### config.mk
export PLATFORM = sky130hd
export DESIGN_NAME = ex_mem_skid_stage
export DESIGN_NICKNAME = d
export VERILOG_FILES = /design/src/rtl/ex_mem_skid_pkg.sv /design/src/rtl/ex_mem_skid_stage_payload_reg.sv /design/src/rtl/ex_mem_skid_stage.sv
export SDC_FILE = /design/constraint.sdc
export NUM_CORES = 1
export LEC_CHECK = 0
export CAP_MARGIN = 20
export CORE_ASPECT_RATIO = 1.1
export CORE_MARGIN = 3
export CORE_UTILIZATION = 45
export CTS_BUF_LIST = sky130_fd_sc_hd__clkbuf_16
export DETAILED_ROUTE_END_ITERATION = 16
export HOLD_SLACK_MARGIN = 0.05
export PLACE_DENSITY_LB_ADDON = 0.25
export SLEW_MARGIN = 20
export SYNTH_ARGS = -nofsm -noshare
export SYNTH_HDL_FRONTEND = slang
export SYNTH_HIERARCHICAL = 1
export SYNTH_SLANG_ARGS = --single-unit
### constraint.sdc
create_clock -name clk_i -period 3 [get_ports clk_i]
set_input_delay 0.9 -clock clk_i [delete_from_list [all_inputs] [get_ports clk_i]]
set_output_delay 0.9 -clock clk_i [all_outputs]
set_load 0.01 [all_outputs]
### src/rtl/ex_mem_skid_pkg.sv
// Shared definitions for the EX/MEM skid-buffered pipeline stage.
// Holds the FSM state encoding, control-bit positions and default widths.
// Imported by the stage top and its payload register.
package ex_mem_skid_pkg;

    // Default datapath widths
    localparam int DEF_XLEN = 32;
    localparam int DEF_VLEN = 128;
    localparam int DEF_RAW  = 5;

    // Control vector width and bit positions: {RegWrite, MemToReg, MemRead, MemWrite}
    localparam int CTRL_W        = 4;
    localparam int CTRL_REGWRITE = 3;
    localparam int CTRL_MEMTOREG = 2;
    localparam int CTRL_MEMREAD  = 1;
    localparam int CTRL_MEMWRITE = 0;

    // FSM state encoding; the value doubles as the occupancy count
    localparam logic [1:0] ST_EMPTY = 2'd0;
    localparam logic [1:0] ST_ONE   = 2'd1;
    localparam logic [1:0] ST_FULL  = 2'd2;

    // Number of entries held in a given state
    function automatic logic [1:0] occ_of(input logic [1:0] state);
        logic [1:0] occ;
        occ = 2'd0;
        case (state)
            ST_ONE:  occ = 2'd1;
            ST_FULL: occ = 2'd2;
            default: occ = 2'd0;
        endcase
        return occ;
    endfunction

endpackage

### src/rtl/ex_mem_skid_stage_payload_reg.sv
// Enable-loaded payload register, cleared to zero by synchronous reset.
// Latency: 1 cycle from en_i to q_o. No backpressure; caller decides when to load.
// Ports: clk_i, rst_i (sync, active-high), en_i load enable, d_i data in, q_o data out.
module ex_mem_payload_reg #(
    parameter int W = 8
) (
    input  logic         clk_i,
    input  logic         rst_i,
    input  logic         en_i,
    input  logic [W-1:0] d_i,
    output logic [W-1:0] q_o
);

    logic [W-1:0] r_q;

    always_ff @(posedge clk_i) begin
        if (rst_i) begin
            r_q <= '0;
        end else if (en_i) begin
            r_q <= d_i;
        end
    end

    assign q_o = r_q;

endmodule

### src/rtl/ex_mem_skid_stage.sv
// EX/MEM pipeline register with a two-entry skid buffer (main + skid), strict FIFO.
// Latency: 1 cycle from accept into an empty stage to valid_o.
// Backpressure: ready_o is registered and drops only when both entries are held.
// Ports: clk_i/rst_i/flush_i; upstream valid_i/ready_o + payload *_i;
//        downstream valid_o/ready_i + payload *_o; occ_o = entries held.
module ex_mem_skid_stage
    import ex_mem_skid_pkg::*;
#(
    parameter int XLEN = DEF_XLEN,
    parameter int VLEN = DEF_VLEN,
    parameter int RAW  = DEF_RAW
) (
    input  logic            clk_i,
    input  logic            rst_i,
    input  logic            flush_i,

    input  logic            valid_i,
    output logic            ready_o,
    input  logic [XLEN-1:0] pc_i,
    input  logic [XLEN-1:0] alu_i,
    input  logic [XLEN-1:0] rd_data_i,
    input  logic            zero_i,
    input  logic [VLEN-1:0] valu_i,
    input  logic [RAW-1:0]  rd_addr_i,
    input  logic [3:0]      ctrl_i,

    output logic            valid_o,
    input  logic            ready_i,
    output logic [XLEN-1:0] pc_o,
    output logic [XLEN-1:0] alu_o,
    output logic [XLEN-1:0] rd_data_o,
    output logic            zero_o,
    output logic [VLEN-1:0] valu_o,
    output logic [RAW-1:0]  rd_addr_o,
    output logic [3:0]      ctrl_o,
    output logic [1:0]      occ_o
);

    // Whole entry travels as one flat vector; ctrl sits in the low bits
    localparam int PW = 3 * XLEN + 1 + VLEN + RAW + CTRL_W;

    logic [1:0]    r_state;
    logic          r_valid;
    logic          r_ready;
    logic [1:0]    r_occ;

    logic          w_accept;
    logic          w_release;
    logic [1:0]    w_nxt_state;
    logic          w_main_en;
    logic          w_main_from_skid;
    logic          w_skid_en;
    logic [PW-1:0] w_in_payload;
    logic [PW-1:0] w_main_d;
    logic [PW-1:0] w_main_q;
    logic [PW-1:0] w_skid_q;
    logic [3:0]    w_main_ctrl;

    assign w_in_payload = {pc_i, alu_i, rd_data_i, zero_i, valu_i, rd_addr_i, ctrl_i};

    // Next-state and load-enable decode. A flush overrides everything below it,
    // so no register is loaded in a flush cycle and the same-cycle accept is lost.
    always_comb begin
        w_accept         = valid_i && r_ready;
        w_release        = r_valid && ready_i;
        w_nxt_state      = r_state;
        w_main_en        = 1'b0;
        w_main_from_skid = 1'b0;
        w_skid_en        = 1'b0;
        if (flush_i) begin
            w_nxt_state = ST_EMPTY;
        end else begin
            case (r_state)
                ST_EMPTY: begin
                    if (w_accept) begin
                        w_main_en   = 1'b1;
                        w_nxt_state = ST_ONE;
                    end
                end
                ST_ONE: begin
                    if (w_accept && w_release) begin
                        w_main_en = 1'b1;
                    end else if (w_accept) begin
                        // Downstream stalled: park the new entry behind main
                        w_skid_en   = 1'b1;
                        w_nxt_state = ST_FULL;
                    end else if (w_release) begin
                        w_nxt_state = ST_EMPTY;
                    end
                end
                ST_FULL: begin
                    if (w_release) begin
                        w_main_en        = 1'b1;
                        w_main_from_skid = 1'b1;
                        w_nxt_state      = ST_ONE;
                    end
                end
                default: begin
                    w_nxt_state = ST_EMPTY;
                end
            endcase
        end
    end

    assign w_main_d = w_main_from_skid ? w_skid_q : w_in_payload;

    // Handshake outputs are registered from the next state so they carry no
    // combinational path from ready_i/valid_i.
    always_ff @(posedge clk_i) begin
        if (rst_i) begin
            r_state <= ST_EMPTY;
            r_valid <= 1'b0;
            r_ready <= 1'b1;
            r_occ   <= 2'd0;
        end else begin
            r_state <= w_nxt_state;
            r_valid <= (w_nxt_state != ST_EMPTY);
            r_ready <= (w_nxt_state != ST_FULL);
            r_occ   <= occ_of(w_nxt_state);
        end
    end

    ex_mem_payload_reg #(
        .W (PW)
    ) u_main (
        .clk_i (clk_i),
        .rst_i (rst_i),
        .en_i  (w_main_en),
        .d_i   (w_main_d),
        .q_o   (w_main_q)
    );

    ex_mem_payload_reg #(
        .W (PW)
    ) u_skid (
        .clk_i (clk_i),
        .rst_i (rst_i),
        .en_i  (w_skid_en),
        .d_i   (w_in_payload),
        .q_o   (w_skid_q)
    );

    assign {pc_o, alu_o, rd_data_o, zero_o, valu_o, rd_addr_o, w_main_ctrl} = w_main_q;

    // A bubble must not carry write/read enables; the rest of the payload just holds
    assign ctrl_o  = r_valid ? w_main_ctrl : 4'b0000;
    assign valid_o = r_valid;
    assign ready_o = r_ready;
    assign occ_o   = r_occ;

endmodule

==> results.cfg <==
[critical_path]
critPathKind = reg -> out
r2r_cells = 7
cp_data_required_time_ns = 2.10
path_cells = and2_1, clkdlybuf4s50_1
arrival_ns = 1.89
cpMaxStageDelayCell = clkdlybuf4s50_1
slowest_delay_ns = 0.55
cp_max_fo = 8
cp-start-kind = flop
cp-end-kind = primary output

[status]
status = finished clean

[sta]
tns_ns = 0
max_freq_ghz = 0.3587
worstMarginPinSlew_ns = 0.7998
final_hold_viol_count = 0
worst_hold_slack_ns = 0.4868
report.final.slew_viol_count = 0
setup_viol = 0
skew_ns = 0.009919
max_slew_margin_pct = 46.68
period_share_pct = 92.94
rsz0062_at_grt = false
fin_crit_ns = 2.788
worst_slack_ns = 0.2119

[clocking]
insertion_delay_ns = 0.57
numCtsBuffers = 50
cts.sink_count = 474
cts_setup_buffers = 0
clk_pin_slew_worst_paths_ns = 0.06
clockBufferDepth = 3
cts_tree = done
htreeDepth = 2
cts_root_buf = clkbuf_16
cts_resized = 0
hold_buffers = 0

[logic_synthesis]
seq_area_frac_synth_pct = 47.93
synth_top_area_cell = dfxtp_1
synthTopCellsByCount = dfxtp_1 (474), nor2_1 (469), mux2i_1 (468), mux2_2 (129), mux2_1 (105)
yosysMostFrequentCell = dfxtp_1
synth_edf_count = 0
synth.cell_area_sq_um = 19800
synthFlopType = dfxtp_1
synth.distinct_cells = 26
synth_fp_nets = 2039
ys_ff_latch = 474
synth_top_area_share_pct = 47.93
ys.warnings.count = 6
synth_area_leaders = dfxtp_1 (48%), mux2i_1 (24%), nor2_1 (8.9%)
ys_async_sr_fraction_pct = 0
avgSynthCellArea_sq_um = 11.00
synthCells = 1800

[power_and_ir_drop]
power_mw = 14.14
total_leakage_power_nw = 9.674
ir_worst_vdd_mv = 0.4234
powerDensity_nw_per_um2 = 529.8

[placed_design]
dp_slack_ns = 0.007033
dp.final_hpwl_microns = 36500
place.gp.congestion = 0.7870
port_buffers = 476

[routing]
avgRoutedWirePerCell_microns = 17.85
route.detailed.drc = 0
final_antenna_net_count = 0
drt-vias-per-instance = 4.998
num_vias = 14340
drt_iter0_drc = 669
dr.pass1.iters = 5
routed_wl_microns = 51210

[finish]
synthToLayoutAreaGrowth_pct = 34.86
drive_gt1_share_pct = 11.62
nNetsFinal = 2501
post-route-util_pct = 62.24

[floorplan]
start_util_pct = 46.15
floorplan.die_area_sq_um = 46550
fp.coreArea_sq_um = 42900
ioPinCount = 477
rows = 79
fp.dieW_microns = 206.0
die_y_microns = 226.0

[hold_path]
holdPathStages = 2
hp-class = reg -> reg

[global_route]
grt_pass1_vias = 14608
track_usage_pct = 21.29
grt_pass1_wl_microns = 79870
antenna_found_initial = 8
grt.overflow.total = 0
grt_start_max_net_pins = 116

[run]
drv_cap = 0
## layer usage
metal	vias up	share of wire, %	global-route usage [%]
li1	7055	-	-
met1	6828	42	26.54
met2	379	48	35.81
met3	74	7.2	5.968
met4	4	2.2	6.636
met5	-	0.059	0
## kinds of logic (layout without fill, tap and decap cells)
group	after synthesis	count (layout)	share of synthesized area, %
muxes	702	702	36.97
and+or+nand+nor	486	486	9.486
DFF	474	474	47.93
buffers and inverters	130	627	5.340
AOI/OAI and AO/OA	8	8	0.2780
other	0	5	0
## worst paths after layout
kind,start,end,slack (ns)
worst max-delay path,valid_o,ctrl_o[0],0.21
worst min-delay path,u_skid/q_o[58],u_skid/q_o[58],0.49
worst max register to register,valid_o,u_main/q_o[6],0.86
worst min register to register,u_skid/q_o[58],u_skid/q_o[58],0.49
## registers in the layout, indices dropped and copies added, names as in the netlist
name and flops:
occ_o 2, valid_o 1, r_state 2, ready_o 1, u_skid/q_o 234, u_main/q_o 234
## cells in the final DEF (no fill, tap or decap), types with 2 or more instances in the layout
master and count:
bufinv_16 4, dfxtp_1 474, buf_12 34, buf_4 30, mux2_1 105, a21oi_1 2
clkbuf_16 51, nor4_1 2, mux2i_1 468, diode_2 5, mux2_2 129, nor2_1 469
and2_1 5, inv_1 8, a311oi_1 2, nand2_1 2, clkinv_1 10, clkinv_2 11
clkdlybuf4s50_1 475
## layout make-up
class,count,area [sq um]
multi-input cells,1196,9270
clock buffers,51,1276
well taps,567,709.4
fillers,3461,16200
clock inverters,36,267.8
diodes,5,12.51
repair buffers,540,5675
flip-flops and latches,474,9489
## power breakdown
| group | leakage, nW | internal (mW) | switching, mW |
|---|---|---|---|
| sequential | 3.85 | 6.50 | 0.124 |
| combinational | 5.03 | 0.950 | 0.691 |
| clock | 0.795 | 3.40 | 2.47 |
| total | 9.67 | 10.9 | 3.29 |
## through the flow
stage               cells  area, sq um
global placement     2777        25140
global route         2869        26700
CTS                  2864        26690
finish               2869        26700
floorplan            1800        19800
detailed placement   2777        25140
## worst max-delay path, delay by kind of cell (launching register included)
kind	cells	cell delay [ns]
buf+inv	1	0.55
simple gates	1	0.24
flops	1	0.52
(Power assumes the default switching activity.)
==> RTL change 1 (config.mk and constraints unchanged) <==
The package constant `DEF_RAW` goes from 5 to 6.
--- a/src/rtl/ex_mem_skid_pkg.sv
+++ b/src/rtl/ex_mem_skid_pkg.sv
@@ -6,7 +6,7 @@
     // Default datapath widths
     localparam int DEF_XLEN = 32;
     localparam int DEF_VLEN = 128;
-    localparam int DEF_RAW  = 5;
+    localparam int DEF_RAW  = 6;
 
     // Control vector width and bit positions: {RegWrite, MemToReg, MemRead, MemWrite}
     localparam int CTRL_W        = 4;
Interface: changed (resized rd_addr_i and rd_addr_o); port bits go from 477 to 479. The function was not compared with the original's and may differ.
==> RTL change 1 against the original RTL <==
Cell count up 0.59%; sequential cell count is 2 higher; count of clock-buffer cells in the layout is the same; synthesized area increased by 0.24%; die area increased by 0.23%; routed wire length is 0.57% higher; design area grew 0.48%; worst setup slack better by 0.095 ns; total power is 0.48% lower.
==> RTL change 1: results (changes against the original RTL) <==
run status completed (unchanged); number of distinct library cell variants in the gate-level netlist after synthesis 26 (unchanged); Final GP Congestion 0.798 (was 0.787); adder and majority cell fraction of the synthesized area 0 (unchanged); LEAKAGE 9.72 nW (was 9.67 nW); count of vias placed by the detailed router 14.4k (was 14.3k); Routed Wire Length 51.5 mm (was 51.2 mm); GRT met2 Usage 0.369 (was 0.358); Worst Hold Path EP u_skid/q_o[223]$_SDFFE_PP0P_ (was u_skid/q_o[58]$_SDFFE_PP0P_); sequential-to-total area share from yosys stat 0.480 (was 0.479); routed wire length per instance 17.8 microns (about the same); Multi-In Gates 1201 (was 1196); FF+latch count 476 (was 474); final clock skew 0.0103 ns (was 0.00992 ns); Data arrival, critical path 1.79 ns (was 1.89 ns); GRT met3 Usage 0.0544 (was 0.0597); layout buffer count excluding clock buffers 543 (was 540); Synthesized Nets 2047 (was 2039); wire length of the first global-routing pass 79.2 mm (was 79.9 mm); Met1 Routed Length 21.4 mm (was 21.6 mm); number of buffers created by CTS 49 (was 50); # fillers 3560 (was 3461); number of instances in the placed design 2794 (was 2777); worst slack after detailed placement 0.0102 ns (was 0.00703 ns); cell types with the highest counts after synthesis sky130_fd_sc_hd__dfxtp_1, sky130_fd_sc_hd__nor2_1, sky130_fd_sc_hd__mux2i_1, sky130_fd_sc_hd__mux2_2, sky130_fd_sc_hd__mux2_1 (unchanged); Worst VDD drop 0.434 mV (was 0.423 mV); Area contributors post-synth sky130_fd_sc_hd__dfxtp_1, sky130_fd_sc_hd__mux2i_1, sky130_fd_sc_hd__nor2_1 (unchanged); aggregate global-route resource usage 0.212 (was 0.213); pin count of the biggest net entering global routing 121 (was 116); HPWL Detailed 36.2 mm (was 36.5 mm); worst reg2reg setup slack 0.94 ns (was 0.86 ns); multi-input logic area 9310 sq um (was 9270 sq um); nets@finish 2511 (was 2501); synthesized-area fraction occupied by ao, oa, aoi and oai cells 0.00277 (was 0.00278); Final non-clock buffer share 0.214 (was 0.213); portion of netlist area occupied by mux cells 0.370 (about the same); met2 wire length 25.4 mm (was 24.8 mm); min-delay src u_skid/q_o[223]$_SDFFE_PP0P_ (was u_skid/q_o[58]$_SDFFE_PP0P_); Layout clock area frac 0.0562 (was 0.0578); Placement Cell Area 25300 sq um (was 25100 sq um); reg-to-reg endpoint u_main/q_o[204]$_SDFFE_PP0P_ (was u_main/q_o[6]$_SDFFE_PP0P_); Met3 Wirelength 3.32 mm (was 3.69 mm); post-route standard cell area excluding fillers 26800 sq um (was 26700 sq um); smallest hold slack 0.486 ns (was 0.487 ns); number of standard cells after synthesis 1807 (was 1800); postcts setup bufs 0 (unchanged); layout cell share with drive strength beyond 1 0.113 (was 0.116); DRC marker count from the first detailed-route iteration 521 (was 669)
-- RTL change 1: cell types whose count changed in the layout (fill, tap and decap cells not counted) --
cell,delta
sky130_fd_sc_hd__buf_12,+4
sky130_fd_sc_hd__buf_4,-3
sky130_fd_sc_hd__inv_1,+3
sky130_fd_sc_hd__mux2_1,+3
sky130_fd_sc_hd__clkdlybuf4s50_1,+2
sky130_fd_sc_hd__clkinv_1,+2
sky130_fd_sc_hd__clkinv_2,-2
sky130_fd_sc_hd__dfxtp_1,+2
sky130_fd_sc_hd__mux2_2,-2
sky130_fd_sc_hd__mux2i_1,+2
sky130_fd_sc_hd__nor2_1,+2
sky130_fd_sc_hd__bufinv_16,-1
sky130_fd_sc_hd__clkinv_4,-1
sky130_fd_sc_hd__clkinvlp_4,-1
-- RTL change 1: power by group --
part / total [mW] / leakage [nW] / internal (mW) / switching [mW]
clock: 5.76 / 0.788 / 3.31 / 2.45
combinational: 1.66 / 5.07 / 0.965 / 0.696
sequential: 6.66 / 3.87 / 6.53 / 0.126
-- RTL change 1: worst max path at each step --
stage	from	endpoint	slack, ns	depth (start not counted)
6_report	valid_o$_SDFF_PP0_	ctrl_o[1]	0.31	2
2_1_floorplan	ready_i	u_main/q_o[100]$_SDFFE_PP0P_	0.78	7
3_5_place_dp	ready_i	u_main/q_o[190]$_SDFFE_PP0P_	0.01	8
5_1_grt	valid_o$_SDFF_PP0_	ctrl_o[1]	0.23	2
4_1_cts	valid_o$_SDFF_PP0_	ctrl_o[1]	0.23	2
3_3_place_gp	ready_i	u_main/q_o[205]$_SDFFE_PP0P_	0.09	8
-- RTL change 1: worst max-delay path: stages (launching register included) --
cell                              delay [ns]
sky130_fd_sc_hd__dfxtp_1                0.45
sky130_fd_sc_hd__and2_1                 0.22
sky130_fd_sc_hd__clkdlybuf4s50_1        0.55
==> RTL change 2 (same flow settings) <==
Without the edit above. Reset style: asynchronous (`rst_i`), changed in 2 clocked blocks. Comments in the files are not updated.
--- a/src/rtl/ex_mem_skid_stage_payload_reg.sv
+++ b/src/rtl/ex_mem_skid_stage_payload_reg.sv
@@ -13,7 +13,7 @@
 
     logic [W-1:0] r_q;
 
-    always_ff @(posedge clk_i) begin
+    always_ff @(posedge clk_i or posedge rst_i) begin
         if (rst_i) begin
             r_q <= '0;
         end else if (en_i) begin
--- a/src/rtl/ex_mem_skid_stage.sv
+++ b/src/rtl/ex_mem_skid_stage.sv
@@ -106,7 +106,7 @@
 
     // Handshake outputs are registered from the next state so they carry no
     // combinational path from ready_i/valid_i.
-    always_ff @(posedge clk_i) begin
+    always_ff @(posedge clk_i or posedge rst_i) begin
         if (rst_i) begin
             r_state <= ST_EMPTY;
             r_valid <= 1'b0;
Behaviour: differs if rst_i is asserted again (counterexample within 4 cycles, from zero or initial values and one cycle with rst_i high); with rst_i held inactive, the same outputs for 4 cycles.
==> RTL change 2 against the original RTL <==
Sequential share of layout area increased by 4.8 points; synthesized cell count fell by 29%; worst setup slack worse by 0.0065 ns; non-clock buffer count rose by 7; sequential cell count unchanged; routed wire length rose by 8.2%; synthesized area grew 10%; design area grew 10%.
Power is not compared: it rests on default switching activity, and its combinational part moved more than twofold at a synthesized area within 25%.
==> RTL change 2: results (changes against the original RTL) <==
Worst Hold Path EP u_skid/q_o[108]$_DFFE_PP0P_ (was u_skid/q_o[58]$_SDFFE_PP0P_); number of instances in the placed design 2397 (was 2777); min-delay src u_skid/q_o[108]$_DFFE_PP0P_ (was u_skid/q_o[58]$_SDFFE_PP0P_); CP Launch Point valid_o$_DFF_PP0_ (was valid_o$_SDFF_PP0_); number of distinct library cell variants in the gate-level netlist after synthesis 24 (was 26); GRT met3 Usage 0.0666 (was 0.0597); # fillers 3614 (was 3461); number of antenna violations at the first check in global routing 16 (was 8); final critical-path share of the clock period 0.932 (was 0.929); aggregate global-route resource usage 0.216 (was 0.213); GRT met2 Usage 0.343 (was 0.358); Placement Cell Area 27700 sq um (was 25100 sq um); routed wire length per instance 22.1 microns (was 17.8 microns); Synthesized Nets 1522 (was 2039); DRC marker count from the first detailed-route iteration 540 (was 669); layout cell share with drive strength beyond 1 0.403 (was 0.116); non-filler cells in the finished layout 2503 (was 2869); met2 wire length 26.3 mm (was 24.8 mm); Met1 Routed Length 23.8 mm (was 21.6 mm); cell types with the highest counts after synthesis sky130_fd_sc_hd__dfrtp_1, sky130_fd_sc_hd__mux2_4, sky130_fd_sc_hd__mux2_2, sky130_fd_sc_hd__mux2_1, sky130_fd_sc_hd__buf_6 (was sky130_fd_sc_hd__dfxtp_1, sky130_fd_sc_hd__nor2_1, sky130_fd_sc_hd__mux2i_1, sky130_fd_sc_hd__mux2_2, sky130_fd_sc_hd__mux2_1); transition time of the tightest slew-check pin 0.617 ns (was 0.800 ns); final clock skew 0.0235 ns (was 0.00992 ns); Area contributors post-synth sky130_fd_sc_hd__dfrtp_1, sky130_fd_sc_hd__mux2_4, sky130_fd_sc_hd__mux2_2 (was sky130_fd_sc_hd__dfxtp_1, sky130_fd_sc_hd__mux2i_1, sky130_fd_sc_hd__nor2_1); top flip-flop cell by instance count after synthesis sky130_fd_sc_hd__dfrtp_1 (was sky130_fd_sc_hd__dfxtp_1); count of input and output buffers 476 (unchanged); HPWL Detailed 38.9 mm (was 36.5 mm); worst slack after detailed placement -0.0425 ns (was 0.00703 ns); Post-synth ARST share 1.00 (was 0); sequential-to-total area share from yosys stat 0.544 (was 0.479); nets@finish 2044 (was 2501); Final GP Congestion 0.792 (was 0.787); length of the first detailed-routing pass in iterations 4 (was 5); run status completed (unchanged); detail-routed via count per cell 5.14 (was 5.00); Internal Power between 15 and 20 mW; average size of a mapped cell 17.0 sq um (was 11.0 sq um); clock insertion delay at the later pin of the skew report 0.59 ns (was 0.57 ns); number of buffers created by CTS 51 (was 50); wire length of the first global-routing pass 86.9 mm (was 79.9 mm); smallest hold slack 0.501 ns (was 0.487 ns); reg-to-reg endpoint u_main/q_o[211]$_DFFE_PP0P_ (was u_main/q_o[6]$_SDFFE_PP0P_); pin count of the biggest net entering global routing 93 (was 116); maximum cell stage delay along the critical path 0.59 ns (was 0.55 ns); Met3 Wirelength 4.06 mm (was 3.69 mm); highest net fanout along the worst path 10 (was 8); met1 track utilization from global routing 0.285 (was 0.265)
==> RTL change 2: cell types whose count changed in the layout (fill, tap and decap cells not counted), sizes merged, moves of 3 or more <==
cell	before	now
a221oi	0	3
buf	65	71
clkinvlp	1	5
dfrtp	0	473
dfxtp	474	0
diode	5	12
inv	9	12
mux2	234	702
mux2i	468	0
nor2	470	0
==> RTL change 2: final cells by class <==
class,instances,share of cell area
diodes,12,0.00102
clock buffers,53,0.0451
clock inverters,41,0.0114
inverters,3,0.000639
multi-input cells,728,0.316
flip-flops and latches,474,0.404
well taps,645,0.0275
repair buffers,547,0.194
==> RTL change 2: cell families (layout without fill, tap and decap cells) <==
logic type | after synthesis | count (layout) | synth area share
and+or+nand+nor | 16 | 16 | 0.00459
buffers and inverters | 81 | 644 | 0.0312
AOI/OAI and AO/OA | 10 | 10 | 0.00344
DFF | 474 | 474 | 0.544
other | 0 | 12 | 0
muxes | 702 | 702 | 0.417
